<file path="config.mk">
export PLATFORM = sky130hd
export DESIGN_NAME = addsub_digit_serial
export DESIGN_NICKNAME = d
export VERILOG_FILES = /design/src/rtl/addsub_digit_serial.sv
export SDC_FILE = /design/constraint.sdc
export NUM_CORES = 1
export LEC_CHECK = 0
export ABC_CLOCK_PERIOD_IN_PS = 4500
export BUFFER_PORTS_ARGS = -buffer_cell sky130_fd_sc_hd__buf_4
export CAP_MARGIN = 20
export CORE_MARGIN = 2
export CORE_UTILIZATION = 55
export CTS_BUF_LIST = sky130_fd_sc_hd__clkbuf_16
export DETAILED_ROUTE_END_ITERATION = 10
export GPL_TIMING_DRIVEN = 0
export PLACE_DENSITY = 0.78
export SLEW_MARGIN = 20
export SYNTH_ARGS = -nofsm -noshare
export SYNTH_HDL_FRONTEND = slang
export SYNTH_SLANG_ARGS = --single-unit
</file>
<file path="constraint.sdc">
create_clock -name CLK -period 4.5 [get_ports CLK]
set_input_delay 0.9 -clock CLK [delete_from_list [all_inputs] [get_ports CLK]]
set_output_delay 0.9 -clock CLK [all_outputs]
set_load 0.05 [all_outputs]
</file>
<file path="src/rtl/addsub_digit_serial.sv">
// Digit-serial add/subtract unit.
// Handles WIDTH-bit operands DIGIT bits per cycle, LSB slice first, through a
// registered carry. Subtraction is done as I0 + ~I1 + CIN, so CIN = 1 means
// "no borrow-in" and COUT = 1 means "no borrow".
//
// state | meaning
// ------+-------------------------------------------------------------
// IDLE  | ready for a new operation (I_READY = 1 once out of reset)
// RUN   | one DIGIT-bit slice per cycle, counter selects the slice
// DONE  | result held on O/COUT/V with O_VALID = 1 until O_READY

module addsub_digit_serial #(
    parameter int WIDTH = 16,
    parameter int DIGIT = 4
) (
    input  logic             CLK,
    input  logic             ASYNCRESETN,
    input  logic             I_VALID,
    output logic             I_READY,
    input  logic [WIDTH-1:0] I0,
    input  logic [WIDTH-1:0] I1,
    input  logic             SUB,
    input  logic             CIN,
    output logic             O_VALID,
    input  logic             O_READY,
    output logic [WIDTH-1:0] O,
    output logic             COUT,
    output logic             V
);

    localparam int N  = WIDTH / DIGIT;
    localparam int CW = (N > 1) ? $clog2(N) : 1;

    typedef enum logic [1:0] {IDLE, RUN, DONE} state_t;

    state_t           state;
    logic [WIDTH-1:0] a_q;
    logic [WIDTH-1:0] b_q;
    logic [WIDTH-1:0] res_q;
    logic             carry_q;
    logic [CW-1:0]    cnt_q;

    logic [31:0]      base;
    logic [DIGIT-1:0] a_sl;
    logic [DIGIT-1:0] b_sl;
    logic [DIGIT:0]   sl_sum;
    logic [WIDTH-1:0] res_next;
    logic             last_slice;
    logic             msb_cin;

    // Slice adder: select the current slice, add it with the carry register
    // and merge the slice result into the partial result word.
    always_comb begin
        base       = 32'(cnt_q) * DIGIT;
        a_sl       = a_q[base +: DIGIT];
        b_sl       = b_q[base +: DIGIT];
        sl_sum     = {1'b0, a_sl} + {1'b0, b_sl} + {{DIGIT{1'b0}}, carry_q};
        res_next   = res_q;
        res_next[base +: DIGIT] = sl_sum[DIGIT-1:0];
        last_slice = (cnt_q == CW'(N - 1));
        // Carry into the MSB recovered from the MSB sum bit, valid for any DIGIT.
        msb_cin    = a_sl[DIGIT-1] ^ b_sl[DIGIT-1] ^ sl_sum[DIGIT-1];
    end

    // Control FSM with registered handshake and result outputs.
    always_ff @(posedge CLK or negedge ASYNCRESETN) begin
        if (!ASYNCRESETN) begin
            state   <= IDLE;
            I_READY <= 1'b0;
            O_VALID <= 1'b0;
            O       <= '0;
            COUT    <= 1'b0;
            V       <= 1'b0;
            a_q     <= '0;
            b_q     <= '0;
            res_q   <= '0;
            carry_q <= 1'b0;
            cnt_q   <= '0;
        end else begin
            case (state)
                IDLE: begin
                    if (!I_READY) begin
                        // first cycle after reset release
                        I_READY <= 1'b1;
                    end else if (I_VALID) begin
                        a_q     <= I0;
                        b_q     <= SUB ? ~I1 : I1;
                        carry_q <= CIN;
                        cnt_q   <= '0;
                        I_READY <= 1'b0;
                        state   <= RUN;
                    end
                end
                RUN: begin
                    res_q   <= res_next;
                    carry_q <= sl_sum[DIGIT];
                    if (last_slice) begin
                        O       <= res_next;
                        COUT    <= sl_sum[DIGIT];
                        V       <= msb_cin ^ sl_sum[DIGIT];
                        O_VALID <= 1'b1;
                        state   <= DONE;
                    end else begin
                        cnt_q <= cnt_q + CW'(1);
                    end
                end
                DONE: begin
                    if (O_READY) begin
                        O_VALID <= 1'b0;
                        I_READY <= 1'b1;
                        state   <= IDLE;
                    end
                end
                default: begin
                    state <= IDLE;
                end
            endcase
        end
    end

endmodule
</file>
==> results.toml, run 1 <==
[worst_setup_path]
reg2reg_slack_ns = 1.28
slowest_stage = "mux4_1"
path_cells = "buf_6 > mux4_1 > fa_1 > fa_1 > xor2_1 > and2_1 > a22o_1"
max_stage_delay_ns = 0.63
path_buf_inv = 1
critPathKind = "reg -> reg"
crit_path_start_kind = "register"
crit_arrival_ns = 3.48
critical_path.top_delay_family = "adder cells"
reg2reg_to = "res_q[6]"
reg2reg_depth = 7
end_kind = "register"
cp_common_cell = "fa_1"
reg2reg_from = "cnt_q[0]"
critPathMaxFanout = 10
cp.required_ns = 4.76

[final_layout]
syn2layout_area_growth_pct = 22.2
seq_area_sq_um = 1830
nFillCells = 478
design_area_sq_um = 4370
antenna_cells = 0
drive_gt1_share_pct = 25.5
fin_nets = 419
finalCoreUtilization_pct = 69.2
multi_input_area_sq_um = 1620

[global_route]
antenna_found_initial = 0
grt-ovfl-total = 0
groute.usage.overall_pct = 23.2
grt_max_degree = 74
grt_pass1_wl_microns = 12900
grt_pass1_vias = 2679

[route]
drc = 0
via_per_inst = 5.70
routed.top_layer = "met4"
drt_wl_total_microns = 7860
wire_per_inst_microns = 17.5
wl_met3_microns = 335
vias = 2564
drtPass1Iterations = 4
drt-initial-drc-count = 140
met1Wirelength_microns = 3300
wl_met2_microns = 3990
antenna_left = 0

[min_path]
hold_path_class = "reg -> reg"
min_path_cells = 2
min_to = "O[1]"
hold_start = "O[1]"

[timing]
max_freq_mhz = 310
slew_headroom_pct = 39.2
rsz0062_at_grt = "false"
period_needed_ns = 3.22
hold_ws_ns = 0.477
period_share_pct = 71.6
setup_violations = 0
finalHoldViolCount = 0
finalMaxSlewViolations = 0
tns_ns = 0
fin_skew_ns = 0.00728
worst_pin_slew_ns = 0.911

[cts]
cts.sinks = 73
cts.clk_slew.worst_paths_ns = 0.06
cts_root_buf = "clkbuf_16"
postCtsSetupBuffers = 0
cts_tree = "done"
clock_latency_ns = 0.33
holdBufCountCts = 0
numCtsBuffers = 9
clk_path_buf_depth = 2
cts_htree_levels = 3
cts_resized = 0

[synth]
ys_types = 37
syn_inst = 303
yosysSeqAreaShare_pct = 51.1
synth_seq_cells = 73
synth_fp_nets = 352
synth_top_area_cell = "dfrtp_1"
syn_avg_cell_area_sq_um = 11.8
synth_warnings = 0
syn-cell-area_sq_um = 3570
synth_top_area_share_pct = 51.1
synth.area.top_cells = "dfrtp_1 51%, mux4_1 5.9%, a21oi_1 5.2%"

[flow_run]
drv_cap = 0

[power_and_ir_drop]
p_per_area_nw_per_um2 = 876
leakage_nw = 1.98
peakVddDrop_mv = 0.584

[die]
die_h_microns = 84.6
fp-row-count = 29
initial_utilization_pct = 56.6
coreArea_sq_um = 6310
die_w_microns = 84.6
die_area_sq_um = 7160
pin_count = 58

[placed_design]
routabilityCongestion = 0.782
place_area_sq_um = 4090
portBuffers = 56
place_hpwl_microns = 5360

[status]
outcome = "complete, no violations"
==> cell families after synthesis <==
logic type | count (synthesis) | share of synthesized area, %
flip-flops | 73 | 51.1
buffers and inverters | 24 | 3.64
AND/OR/NAND/NOR | 72 | 11.4
XOR/XNOR | 20 | 4.90
multiplexers | 25 | 11.2
AO/OA/AOI/OAI | 78 | 13.5
adder cells (fa/ha/maj) | 11 | 4.27
==> layout make-up <==
class | instances | share of cell area [%]
flip-flops and latches | 73 | 41.8
multi-input cells | 206 | 37.0
repair buffers | 56 | 9.63
clock buffers | 9 | 5.16
plain buffers | 20 | 2.52
well taps | 77 | 2.21
clock inverters | 5 | 1.15
inverters | 4 | 0.458
==> flip-flops by register name (all words and copies together) (netlist names) <==
signal and count:
a_q 16, cnt_q 2, O 16, I_READY 1, state 2, res_q 16, V 1, b_q 16
O_VALID 1, COUT 1, carry_q 1
==> cell usage after synthesis, drive strengths merged <==
master  number
nor3         2
a21o         2
nor4b        1
a21oi       38
mux4         8
ha           9
and4bb       2
a22o         5
nand2       21
nor2        21
dfrtp       73
nor2b       13
inv          4
a32o        12
o22a         1
xor2         2
nand3        4
o21ai       20
nand3b       1
nor3b        4
buf         15
fa           2
and2         1
mux2        17
clkbuf       5
and4b        1
and2b        1
xnor2       18
==> placed cells by master (no fill, tap or decap), types with 2 or more instances in the layout <==
cell       netlist  layout
o21ai_0         16      16
mux4_1           8       8
xor2_1           2       2
a21oi_1         37      37
a22o_1           5       5
xnor2_1         18      18
a32o_1          12      12
a21o_1           2       2
clkbuf_16        0       9
inv_1            3       4
dfrtp_1         73      73
buf_4            3      59
ha_1             9       9
o21ai_1          4       4
nand2_1         21      21
clkbuf_1         3       3
nor2_1          21      21
nand3_1          4       4
nor2b_1         12      12
mux2_1          16      16
clkbuf_2         2       2
fa_1             2       2
nor3b_1          4       4
and4bb_2         2       2
buf_2           11      11
==> routing by layer <==
layer  vias to the layer above  global-route usage [%]
met1                      1246                    26.9
met5                         -                       0
met4                         0                    11.3
met2                        77                    40.9
li1                       1218                       -
met3                        23                    4.52
==> where the power goes <==
| part | switching (mW) | leakage (nW) | total [mW] | internal, mW |
|---|---|---|---|---|
| clock | 0.260 | 0.136 | 0.678 | 0.418 |
| sequential | 0.154 | 0.910 | 1.08 | 0.928 |
| combinational | 1.29 | 0.939 | 2.06 | 0.776 |
==> per-stage QoR <==
step                      worst slack [ns]  power (mW)  cells
after floorplan                       1.70        2.52    303
after global placement                1.33        3.05    436
after detailed placement              1.28        3.13    436
after CTS                             1.25        3.83    450
after global routing                  1.16        4.04    450
final                                 1.28        3.82    450
==> worst max path at each step <==
stage          startpoint       end  slack, ns  cells after the start
3_3_place_gp     cnt_q[0]  res_q[6]       1.33                      7
2_1_floorplan    cnt_q[0]   carry_q       1.70                      8
3_5_place_dp     cnt_q[0]  res_q[6]       1.28                      7
4_1_cts          cnt_q[0]  res_q[6]       1.25                      7
6_report         cnt_q[0]  res_q[6]       1.28                      7
5_1_grt          cnt_q[0]  res_q[6]       1.16                      7
==> worst reg2reg max path: stages, from the launching register on <==
cell and delay (ns):
dfrtp_1 0.46, buf_6 0.22, mux4_1 0.63, fa_1 0.47, fa_1 0.43, xor2_1 0.45, and2_1 0.32, a22o_1 0.18
Note: power is estimated with default switching activity, not from simulation.
==> run 2, diff against run 1 <==
--- a/config.mk
+++ b/config.mk
@@ -5,7 +5,8 @@
 export SDC_FILE = /design/constraint.sdc
 export NUM_CORES = 1
 export LEC_CHECK = 0
-export ABC_CLOCK_PERIOD_IN_PS = 4500
+export ABC_AREA = 1
+export ABC_CLOCK_PERIOD_IN_PS = 3400
 export BUFFER_PORTS_ARGS = -buffer_cell sky130_fd_sc_hd__buf_4
 export CAP_MARGIN = 20
 export CORE_MARGIN = 2
==> constraint.sdc (replaced) <==
create_clock -name CLK -period 3.4 [get_ports CLK]
set_input_delay 0.68 -clock CLK [delete_from_list [all_inputs] [get_ports CLK]]
set_output_delay 0.68 -clock CLK [all_outputs]
set_load 0.05 [all_outputs]
==> results.toml, run 2 <==
[status]
outcome = "complete, no violations"

[timing]
max_freq_mhz = 324
rsz0062_at_grt = "false"
setup_violations = 0
period_needed_ns = 3.09
setup_ws_ns = 0.315
fin_skew_ns = 0.00690
finalHoldViolCount = 0
period_share_pct = 90.7
worst_pin_slew_ns = 0.908
tns_ns = 0
finalMaxSlewViolations = 0
slew_headroom_pct = 39.4
hold_ws_ns = 0.462

[cts]
holdBufCountCts = 0
cts_htree_levels = 3
cts_tree = "done"
cts.clk_slew.worst_paths_ns = 0.06
cts_root_buf = "clkbuf_16"
clock_latency_ns = 0.33
clk_path_buf_depth = 2
numCtsBuffers = 9
cts.sinks = 73

[synth]
synth_top_area_cell = "dfrtp_1"
synth_ff_type = "dfrtp_1"
async_reset_ff_share_pct = 100
synth_top_area_share_pct = 50.4
syn-cell-area_sq_um = 3620
synth_seq_cells = 73
synth_compound_area_share_pct = 11.5
synth.most_common_cell = "nand2_1"
syn_inst = 425
synthMuxAreaShare_pct = 0
synthAdderAreaFrac_pct = 4.21
yosysSeqAreaShare_pct = 50.4
synth.area.top_cells = "dfrtp_1 50%, nand2_1 17%, o21ai_0 5.8%"
synth_simple_gate_area_share_pct = 22.8
ys_types = 32
synth-edff-count = 0
synth_fp_nets = 474
synth_commonest_cells = "168 x nand2_1, 73 x dfrtp_1, 42 x o21ai_0"
syn_avg_cell_area_sq_um = 8.53
synth_warnings = 0
synth_top_family_by_area = "simple AND/OR/NAND/NOR gates"
synth_xor_area_share_pct = 4.35

[final_layout]
syn2layout_area_growth_pct = 23.8
multi_input_area_sq_um = 1550
seq_area_sq_um = 1830
drive_gt1_share_pct = 20.6
most-common-layout-cells = "168 x nand2_1, 73 x dfrtp_1, 65 x buf_4"
design_area_sq_um = 4490
finalNonFillerCells = 578
fin_nets = 545
finalCoreUtilization_pct = 70.7
nFillCells = 523
final_common_cell = "nand2_1"
antenna_cells = 0

[route]
drc = 0
drt_wl_total_microns = 8040
vias = 3110
antenna_left = 0
wire_per_inst_microns = 13.9
via_per_inst = 5.38
drtPass1Iterations = 4
drt-initial-drc-count = 187

[die]
die_h_microns = 85.2
die_area_sq_um = 7260
pin_count = 58
initial_utilization_pct = 57.1
fp-row-count = 29
die_w_microns = 85.2
coreArea_sq_um = 6350

[global_route]
grt_pass1_wl_microns = 14200
grt-ovfl-total = 0
groute.usage.overall_pct = 24.5
grt_pass1_vias = 3128
antenna_found_initial = 0
grt_max_degree = 74

[worst_setup_path]
path_cells = "clkinvlp_4 > o21ai_0 > o22ai_1 > fa_1 > fa_1 > a21oi_1 > nor2_1 > nor2_1 > inv_1 > xor2_1 > nand2_1 > nand2_1"
critPathMaxFanout = 12
crit_arrival_ns = 3.36
max_stage_delay_ns = 0.63
crit_path_start_kind = "register"
cp.required_ns = 3.68
critPathKind = "reg -> reg"
end_kind = "register"
slowest_stage = "dfrtp_1"

[placed_design]
place_area_sq_um = 4140
routabilityCongestion = 0.901
portBuffers = 56
place_hpwl_microns = 5630
post-place-ws_ns = 0.295
placed_cells = 558

[flow_run]
drv_cap = 0

[power_and_ir_drop]
leakage_nw = 2.31
p_per_area_nw_per_um2 = 1100
peakVddDrop_mv = 0.662
power_mw = 4.94

[min_path]
hold_path_class = "in -> async"
-- run 2: timing repair --
item	in CTS	in global routing
resized for setup	0	3
setup endpoints to repair	0	1
buffers inserted	0	4
-- run 2: metal layers --
| metal | global-route usage [%] | part of all wire (%) | vias up |
|---|---|---|---|
| li1 | - | - | 1505 |
| met1 | 31.1 | 43 | 1506 |
| met2 | 41.3 | 50 | 80 |
| met3 | 4.09 | 4.5 | 19 |
| met4 | 11.1 | 2.1 | 0 |
| met5 | 0 | 0 | - |
-- run 2: worst paths after layout --
check                            start  slack [ns]  endpoint  cells past startpoint
setup / recovery              cnt_q[1]        0.31         V                     12
hold / removal             ASYNCRESETN        0.46      O[1]                      1
setup reg to reg              cnt_q[1]        0.31         V                     12
hold reg to reg                O_VALID        0.48   O_VALID                      2
max in group asynchronous  ASYNCRESETN        2.33    a_q[7]                      1
min in group CLK               O_VALID        0.48   O_VALID                      2
-- run 2: area by class of cell --
cell class / count / area share [%]
Timing Repair Buffer: 60 / 10.0
Tap cell: 77 / 2.15
Buffer: 16 / 2.73
Multi-Input combinational cell: 305 / 34.6
Clock inverter: 7 / 1.92
Clock buffer: 9 / 5.02
Sequential cell: 73 / 40.7
Inverter: 31 / 2.84
-- run 2: kinds of logic (layout without fill, tap and decap cells) --
family / Yosys count / count (layout)
adder cells (fa/ha/maj): 11 / 11
flip-flops: 73 / 73
AO/OA/AOI/OAI: 72 / 72
AND/OR/NAND/NOR: 204 / 204
buffers and inverters: 47 / 123
XOR/XNOR: 18 / 18
-- run 2: critical path: cells and delay by family (launching register included) --
family / cells / cell delay, ns
compound gates: 3 / 0.42
fa+ha+maj: 2 / 0.85
xor+xnor: 1 / 0.21
flops: 1 / 0.63
simple gates: 4 / 0.46
buf+inv: 2 / 0.46
-- run 2: power breakdown --
part / internal [mW] / switching [mW] / leakage [nW]
combinational: 0.852 / 1.66 / 1.21
sequential: 1.22 / 0.227 / 0.952
clock: 0.634 / 0.357 / 0.148
